**config.mk**
```make
export PLATFORM = sky130hd
export DESIGN_NAME = sdram_init_ctrl
export DESIGN_NICKNAME = d
export VERILOG_FILES = /design/src/rtl/sdram_init_ctrl.sv
export SDC_FILE = /design/constraint.sdc
export NUM_CORES = 1
export LEC_CHECK = 0
export ABC_AREA = 1
export CAP_MARGIN = 0
export CELL_PAD_IN_SITES_DETAIL_PLACEMENT = 1
export CELL_PAD_IN_SITES_GLOBAL_PLACEMENT = 1
export CORE_MARGIN = 1.5
export CORE_UTILIZATION = 39
export DETAILED_ROUTE_END_ITERATION = 6
export PLACE_DENSITY = 0.88
export SYNTH_ARGS = -nofsm -noshare
export SYNTH_HDL_FRONTEND = slang
export SYNTH_SLANG_ARGS = --single-unit
```
**constraint.sdc**
```tcl
create_clock -name clk -period 1.7 [get_ports clk]
set_input_delay 0.51 -clock clk [delete_from_list [all_inputs] [get_ports clk]]
set_output_delay 0.51 -clock clk [all_outputs]
set_load 0.03 [all_outputs]
```
**src/rtl/sdram_init_ctrl.sv**
```systemverilog
// SDRAM power-up initialisation sequencer: power-up wait, PRECHARGE-ALL, N auto-refreshes, MRS.
// Define SDRAM_INIT_EMRS_EN to add an EMRS step (EMRS_VALUE, bank 2'b10) after the MRS.
//
// state      | meaning
// WAIT_PU    | CKE raised, counting the power-up time
// PRE        | PRECHARGE-ALL on the bus
// WAIT_RP    | precharge recovery
// AREF       | AUTO-REFRESH on the bus
// WAIT_RFC   | refresh recovery, then another AREF or the MRS
// MRS        | MODE REGISTER SET on the bus
// WAIT_MRD   | mode register recovery
// EMRS       | EXTENDED MODE REGISTER SET on the bus (optional)
// WAIT_EMRD  | extended mode register recovery (optional)
// DONE       | idle at NOP, bus handed to the arbiter
module sdram_init_ctrl #(
    parameter int         T_POWERUP   = 10000,
    parameter int         T_RP        = 2,
    parameter int         T_RFC       = 7,
    parameter int         T_MRD       = 2,
    parameter int         N_AREF      = 2,
    parameter int         ADDR_W      = 12,
    parameter int         BA_W        = 2,
    parameter int         CAS_LAT     = 3,
    parameter logic [2:0] BURST_LEN   = 3'b010,
    parameter int         BURST_TYPE  = 0,
    parameter int         WRITE_BURST = 0
`ifdef SDRAM_INIT_EMRS_EN
    ,
    parameter logic [ADDR_W-1:0] EMRS_VALUE = '0
`endif
) (
    input  logic              clk,
    input  logic              rst_n,
    input  logic              init_req,
    output logic              sdram_cke,
    output logic [3:0]        cmd_reg,
    output logic [ADDR_W-1:0] sdram_addr,
    output logic [BA_W-1:0]   sdram_ba,
    output logic              init_busy,
    output logic              init_done
);

    typedef enum logic [3:0] {
        S_WAIT_PU, S_PRE, S_WAIT_RP, S_AREF, S_WAIT_RFC, S_MRS, S_WAIT_MRD,
`ifdef SDRAM_INIT_EMRS_EN
        S_EMRS, S_WAIT_EMRD,
`endif
        S_DONE
    } state_t;

    localparam logic [3:0] CMD_NOP  = 4'b0111;
    localparam logic [3:0] CMD_PRE  = 4'b0010;
    localparam logic [3:0] CMD_AREF = 4'b0001;
    localparam logic [3:0] CMD_MRS  = 4'b0000;

    localparam int MAX_A = (T_POWERUP > T_RFC) ? T_POWERUP : T_RFC;
    localparam int MAX_B = (T_RP > T_MRD) ? T_RP : T_MRD;
    localparam int MAX_T = (MAX_A > MAX_B) ? MAX_A : MAX_B;
    localparam int CW    = $clog2(MAX_T + 1);

    // Power-up load is the full count because it starts on the same edge CKE rises.
    localparam logic [CW-1:0] PU_LD  = CW'(T_POWERUP);
    localparam logic [CW-1:0] RP_LD  = CW'(T_RP - 1);
    localparam logic [CW-1:0] RFC_LD = CW'(T_RFC - 1);
    localparam logic [CW-1:0] MRD_LD = CW'(T_MRD - 1);

    localparam logic [ADDR_W-1:0] ADDR_IDLE = ADDR_W'(11'h400);
    localparam logic [ADDR_W-1:0] MRS_WORD  = ADDR_W'({1'(WRITE_BURST), 2'b00, 3'(CAS_LAT),
                                                       1'(BURST_TYPE), BURST_LEN});

    state_t            state, state_nxt;
    logic [CW-1:0]     cnt, cnt_nxt;
    logic [3:0]        ref_cnt, ref_nxt;
    logic [3:0]        cmd_nxt;
    logic [ADDR_W-1:0] addr_nxt;
    logic [BA_W-1:0]   ba_nxt;
    logic              done_nxt;

    always_ff @(posedge clk) begin
        if (!rst_n) begin
            state      <= S_WAIT_PU;
            cnt        <= PU_LD;
            ref_cnt    <= '0;
            sdram_cke  <= 1'b0;
            cmd_reg    <= CMD_NOP;
            sdram_addr <= '0;
            sdram_ba   <= '0;
            init_busy  <= 1'b1;
            init_done  <= 1'b0;
        end else begin
            state      <= state_nxt;
            cnt        <= cnt_nxt;
            ref_cnt    <= ref_nxt;
            sdram_cke  <= 1'b1;
            cmd_reg    <= cmd_nxt;
            sdram_addr <= addr_nxt;
            sdram_ba   <= ba_nxt;
            init_busy  <= ~done_nxt;
            init_done  <= done_nxt;
        end
    end

    // Command and wait states share the gap logic: leave when the counter hits zero.
    always_comb begin
        state_nxt = state;
        cnt_nxt   = cnt - CW'(1);
        ref_nxt   = ref_cnt;
        unique case (state)
            S_WAIT_PU: begin
                if (cnt == '0) begin
                    state_nxt = S_PRE;
                    cnt_nxt   = RP_LD;
                    ref_nxt   = '0;
                end
            end
            S_PRE, S_WAIT_RP: begin
                state_nxt = S_WAIT_RP;
                if (cnt == '0) begin
                    state_nxt = S_AREF;
                    cnt_nxt   = RFC_LD;
                    ref_nxt   = ref_cnt + 4'd1;
                end
            end
            S_AREF, S_WAIT_RFC: begin
                state_nxt = S_WAIT_RFC;
                if (cnt == '0) begin
                    if (ref_cnt < 4'(N_AREF)) begin
                        state_nxt = S_AREF;
                        cnt_nxt   = RFC_LD;
                        ref_nxt   = ref_cnt + 4'd1;
                    end else begin
                        state_nxt = S_MRS;
                        cnt_nxt   = MRD_LD;
                    end
                end
            end
            S_MRS, S_WAIT_MRD: begin
                state_nxt = S_WAIT_MRD;
                if (cnt == '0) begin
`ifdef SDRAM_INIT_EMRS_EN
                    state_nxt = S_EMRS;
                    cnt_nxt   = MRD_LD;
`else
                    state_nxt = S_DONE;
                    cnt_nxt   = '0;
`endif
                end
            end
`ifdef SDRAM_INIT_EMRS_EN
            S_EMRS, S_WAIT_EMRD: begin
                state_nxt = S_WAIT_EMRD;
                if (cnt == '0) begin
                    state_nxt = S_DONE;
                    cnt_nxt   = '0;
                end
            end
`endif
            S_DONE: begin
                cnt_nxt = cnt;
                if (init_req) begin
                    state_nxt = S_PRE;
                    cnt_nxt   = RP_LD;
                    ref_nxt   = '0;
                end
            end
            default: begin
                state_nxt = S_WAIT_PU;
                cnt_nxt   = PU_LD;
            end
        endcase
    end

    always_comb begin
        cmd_nxt  = CMD_NOP;
        addr_nxt = ADDR_IDLE;
        ba_nxt   = '0;
        done_nxt = (state_nxt == S_DONE);
        case (state_nxt)
            S_PRE:  cmd_nxt = CMD_PRE;
            S_AREF: cmd_nxt = CMD_AREF;
            S_MRS: begin
                cmd_nxt  = CMD_MRS;
                addr_nxt = MRS_WORD;
            end
`ifdef SDRAM_INIT_EMRS_EN
            S_EMRS: begin
                cmd_nxt  = CMD_MRS;
                addr_nxt = EMRS_VALUE;
                ba_nxt   = BA_W'(2);
            end
`endif
            default: ;
        endcase
    end

endmodule
```
==> results.yml, run 1 <==
logic_synthesis:
  synthXorXnorAreaFrac_pct: 4.20
  synth_ff_type: "dfxtp_1"
  post-synth-top-count-cell: "nand2_1"
  yosys_warnings: 0
  ys_types: 37
  synth_top_family_by_area: "simple AND/OR/NAND/NOR gates"
  synthAdderAreaFrac_pct: 1.50
  synthTopCellsByArea: "dfxtp_1 (36%), nand2_1 (8.3%), nor2_1 (6.5%)"
  async_reset_ff_share_pct: 0
  postSynthAreaPerCell_um2: 7.58
  synthSimpleGateAreaFrac_pct: 29.9
  synth_seq_cells: 30
  yosysSeqAreaShare_pct: 36.0
  syn-cell-area_um2: 1670
  synth_top_cell_by_area: "dfxtp_1"
  synth_compound_area_share_pct: 15.1
  netlist_top_cells_count: "nand2_1 (37), dfxtp_1 (30), nor2_1 (29)"
  synth_top_area_share_pct: 36.0
  synthMuxAreaShare_pct: 0
  synth_edf_count: 0
  synthCells: 220
global_route:
  antenna_found_initial: 0
  track_usage_pct: 20.7
  grt_pass1_vias: 1448
  grt_max_degree: 18
  grt_pass1_wl_mm: 6.96
  grt_overflow: 0
die:
  initial_core_util_pct: 41.1
  coreArea_um2: 4060
  die_x_um: 68.4
  dieArea_um2: 4680
  io_pins: 24
  placementRows: 23
  die_h_um: 68.4
pwr:
  p_seq_share_pct: 49.8
  p_sw_share_pct: 28.7
  p_sw_mw: 0.433
  p_leak_nw: 0.856
  finalPower_mw: 1.51
  p_int_mw: 1.07
  ir_drop_uv: 625
  p_comb_share_pct: 13.7
  pwr-share-clk_pct: 36.4
  power_density_nw_per_um2: 776
status:
  status: "completed"
run:
  drv_cap: 0
layout:
  reg_top3: "cnt x14, ref_cnt x4, state x4"
  largest_reg_flops: 14
  n_antenna_cell: 0
  final_cell_count_no_fill: 296
  syn_to_final_growth_pct: 16.5
  fin_util_pct: 47.9
  top_register: "cnt"
  layout-drive-gt1-share_pct: 21.5
  fill_cells: 538
  fin_nets: 251
timing:
  rsz0062_at_grt: "yes"
  slew_violations: 0
  fin_crit_sh_pct: 94.5
  min_period_ns: 1.61
  fmax_ghz: 0.622
  setup_viol: 0
  setup_ws_ns: 0.0929
  hold_viol: 0
  clock_skew_ns: 0.00448
placed_design:
  io_buffer_count: 12
  place_inst: 289
  pre_cts_slack_ns: -0.0996
  gp_congestion: 0.854
  hpwl_mm: 3.26
route:
  ant_nets: 0
  drt_wl_total_mm: 4.24
  detail_route.wl_per_cell_um: 14.3
  vias: 1480
  route.detailed.drc: 0
  drtIter0Drc: 95
  viasPerCell: 5.00
  firstDrtPassIters: 4
worst_setup_path:
  reg2reg_setup_slack_ns: 0.09
  worstPathRequired_ns: 1.86
  cp_max_fo: 8
  critPathKind: "reg -> reg"
  critPathLaunchType: "flip-flop"
  endpoint_kind: "flip-flop"
  cp.arrival_ns: 1.77
clock_tree:
  root_buffer: "clkbuf_8"
  clkLatencyLatePin_ns: 0.28
  numCtsBuffers: 5
  path_clk_slew_ns: 0.06
  cts_tree: "built"
  postCtsSetupRepairBufs: 0
  cts_sinks: 30
  cts.path.max_buffers: 2
  htree_levels: 2
min_path:
  worst_hold_path_type: "reg -> reg"
[metal layers]
metal	GRT usage [%]	part of all wire, %	vias to the layer above
met5	0	0	-
met4	8.25	1.7	0
met3	5.10	3.3	7
met2	35.7	51	22
met1	24.4	44	701
li1	-	-	750
[kinds of logic (layout without fill, tap and decap cells)]
logic type / Yosys count / count (layout)
other cells: 1 / 12
compound gates: 37 / 37
buf+inv: 40 / 55
simple gates: 102 / 102
fa+ha+maj: 2 / 2
flops: 30 / 30
xor+xnor: 8 / 8
[path summary, 6_finish.rpt]
kind | start | endpoint | depth (start not counted)
max | state[3] | init_busy | 6
min | cnt[1] | cnt[1] | 2
max reg2reg | state[3] | init_busy | 6
min reg2reg | cnt[1] | cnt[1] | 2
[layout by cell type, fill, tap and decap left out, types with 2 or more instances in the layout]
cell             instances
buf_4                   13
nor2_2                   5
dfxtp_2                  2
o21ai_0                  6
a21oi_1                 13
nand4_1                  4
inv_2                    5
nand2_1                 36
xnor2_1                  2
o2111ai_1                5
dfxtp_1                 28
nor2_4                   3
clkdlybuf4s50_1          2
nor3_1                   2
o21ai_1                  3
clkbuf_8                 5
nand3_1                 10
nand3_2                  2
nor2_1                  28
conb_1                  12
dlygate4sd2_1           10
nor3_2                   2
a31oi_1                  3
nand2_2                  8
xor2_1                   6
inv_1                   16
clkbuf_1                 2
[critical path, stage by stage, from the launching register on]
cell and delay, ns:
dfxtp_1 0.37, inv_2 0.19, nand2_2 0.14, o22ai_4 0.28
nand2_1 0.17, a31oi_2 0.22, nand2_1 0.11
[layout make-up]
class                           count  area [um2]  share of cell area, %
Clock buffer                        7        76.3                   3.93
Inverter                           23        88.8                   4.57
Sequential cell                    30         603                   31.0
Tap cell                           50        62.6                   3.22
Timing Repair Buffer               25         205                   10.6
Multi-Input combinational cell    161         907                   46.7
[metrics by stage]
stage | TNS (ns) | hold WS (ns) | area, um2
floorplan | 0 | 0.456 | 1710
global placement | -0.153 | 0.471 | 1860
detailed placement | -0.584 | 0.481 | 1860
CTS | 0 | 0.490 | 1930
global route | -0.00282 | 0.516 | 1940
finish | 0 | 0.478 | 1940
[power groups by stage]
stage	Clock (mW)	Sequential (mW)	Combinational [mW]
2_1_floorplan	0	0.766	0.167
3_3_place_gp	0	0.763	0.198
3_5_place_dp	0	0.765	0.208
4_1_cts	0.557	0.749	0.207
5_1_grt	0.591	0.754	0.229
6_report	0.549	0.751	0.207
[timing repair]
action                                  4_1_cts  5_1_grt
cloned                                        0        0
pin swaps                                     0        2
endpoints found under the setup margin       12       11
hold buffers                                  0        0
gates resized for setup                      12        5
(Power assumes the default switching activity.)
==> run 2: changes to the inputs <==
==> config.mk (replaced) <==
export PLATFORM = sky130hd
export DESIGN_NAME = sdram_init_ctrl
export DESIGN_NICKNAME = d
export VERILOG_FILES = /design/src/rtl/sdram_init_ctrl.sv
export SDC_FILE = /design/constraint.sdc
export NUM_CORES = 1
export LEC_CHECK = 0
export ABC_AREA = 1
export CAP_MARGIN = 0
export CORE_MARGIN = 1.5
export CORE_UTILIZATION = 54
export DETAILED_ROUTE_END_ITERATION = 6
export PLACE_DENSITY = 0.89
export SYNTH_ARGS = -nofsm -noshare
export SYNTH_HDL_FRONTEND = slang
export SYNTH_SLANG_ARGS = --single-unit
==> results.yml, run 2 (synthesized netlist as in run 1, its figures left out) <==
worst_setup_path:
  path_buf_inv: 1
  crit_chain: "dlygate4sd2_1"
  worstPathRequired_ns: 1.19
  cp_max_fo: 3
  cp.arrival_ns: 1.07
  endpoint_kind: "primary output"
  path_delay_family: "buffers and inverters"
  critPathKind: "reg -> out"
  critPathSlowestCell: "dlygate4sd2_1"
  cpPeakStageDelay_ns: 0.41
  critPathLaunchType: "flip-flop"
pwr:
  p_int_mw: 0.951
  p_leak_nw: 0.833
  p_sw_mw: 0.385
  pwr-share-clk_pct: 28.7
  p_comb_share_pct: 15.3
  ir_drop_uv: 600
  p_seq_share_pct: 56.0
  finalPower_mw: 1.34
  p_sw_share_pct: 28.8
  power_density_nw_per_um2: 713
global_route:
  track_usage_pct: 21.1
  grt_pass1_wl_mm: 5.40
  grt_pass1_vias: 1240
  antenna_found_initial: 0
  grt_max_degree: 15
  grt_overflow: 0
clock_tree:
  root_buffer: "clkbuf_4"
  path_clk_slew_ns: 0.09
  cts_tree: "built"
  cts_sinks: 30
  cts_hold_buf: 0
  htree_levels: 2
  cts.path.max_buffers: 2
  numCtsBuffers: 5
  clkLatencyLatePin_ns: 0.33
  postCtsSetupRepairBufs: 0
timing:
  fmax_ghz: 0.634
  hold_viol: 0
  slew_violations: 0
  fin_crit_sh_pct: 92.7
  hold_ws_ns: 0.495
  clock_skew_ns: 0.00804
  setup_viol: 0
  min_period_ns: 1.58
layout:
  layout-drive-gt1-share_pct: 20.5
  final_common_cell: "nand2_1"
  n_antenna_cell: 0
  fill_cells: 265
  syn_to_final_growth_pct: 12.3
  top_register: "cnt"
  fin_util_pct: 65.7
  final_cell_mix: "nand2_1 (37), dfxtp_1 (30), nor2_1 (27)"
  multiInputGateArea_um2: 907
  fin_nets: 249
  largest_reg_flops: 14
  register_area_um2: 601
  reg_top3: "cnt x14, ref_cnt x4, state x4"
die:
  dieArea_um2: 3430
  coreArea_um2: 2850
  io_pins: 24
  die_x_um: 58.6
  placementRows: 19
  initial_core_util_pct: 58.5
  die_h_um: 58.6
route:
  firstDrtPassIters: 4
  vias: 1432
  ant_nets: 0
  drtIter0Drc: 57
  detail_route.wl_per_cell_um: 11.8
  viasPerCell: 5.21
  route.detailed.drc: 0
  drt_wl_total_mm: 3.25
status:
  status: "completed"
placed_design:
  gp_congestion: 0.929
  io_buffer_count: 12
  hpwl_mm: 2.46
run:
  drv_cap: 0
min_path:
  worst_hold_path_type: "reg -> reg"
## run 2: changes by cell type in the layout (fill, tap and decap cells not counted), moves of 2 or more
cell / change
dfxtp_1: +2
buf_4: -2
dfxtp_2: -2
clkbuf_4: +5
nor2_2: +2
clkbuf_8: -5
## run 2: power groups by stage
stage / registers (mW) / clock network (mW) / logic (mW)
5_1_grt: 0.751 / 0.438 / 0.230
3_3_place_gp: 0.763 / 0 / 0.200
3_5_place_dp: 0.764 / 0 / 0.203
6_report: 0.748 / 0.384 / 0.204
4_1_cts: 0.747 / 0.398 / 0.202
2_1_floorplan: 0.766 / 0 / 0.167
## run 2: repair_timing
item	CTS	global route
endpoints found under the hold margin	0	0
pin swaps	0	1
setup endpoints to repair	10	5
resized for setup	10	6
## run 2: tightest hold or removal path, cell delays in order, from the launching register on
cell and delay, ns:
dfxtp_1 0.33, nand2_1 0.07, a21oi_1 0.06
## run 2: layer usage
metal | track usage, % | vias up | part of all wire, %
met1 | 26.9 | 637 | 47
met2 | 33.5 | 35 | 46
met3 | 4.84 | 8 | 4.8
li1 | - | 752 | -
met4 | 10.7 | 0 | 2.1
met5 | 0 | - | 0
## run 2: path summary, 6_finish.rpt
| kind | start | to | slack (ns) | depth (start not counted) |
|---|---|---|---|---|
| hold / removal | cnt[1] | cnt[1] | 0.50 | 2 |
| setup reg to reg | cnt[0] | init_busy | 0.13 | 11 |
| setup / recovery | sdram_addr[5] | sdram_addr[1] | 0.12 | 1 |
| hold reg to reg | cnt[1] | cnt[1] | 0.50 | 2 |
## run 2: final cells by class
type	count	share of cell area, %
clock buffers	7	2.40
repair buffers	23	10.2
well taps	31	2.07
inverters	23	4.88
flip-flops and latches	30	32.1
multi-input cells	161	48.4
## run 2: stage by stage
step,cells,TNS (ns),area [um2],worst slack [ns]
finish,275,0,1870,0.123
global route,275,-0.00241,1870,-0.00241
CTS,275,0,1850,0.0618
detailed placement,268,-0.145,1820,-0.0446
global placement,268,-0.0328,1820,-0.0136
floorplan,231,0,1710,0.235
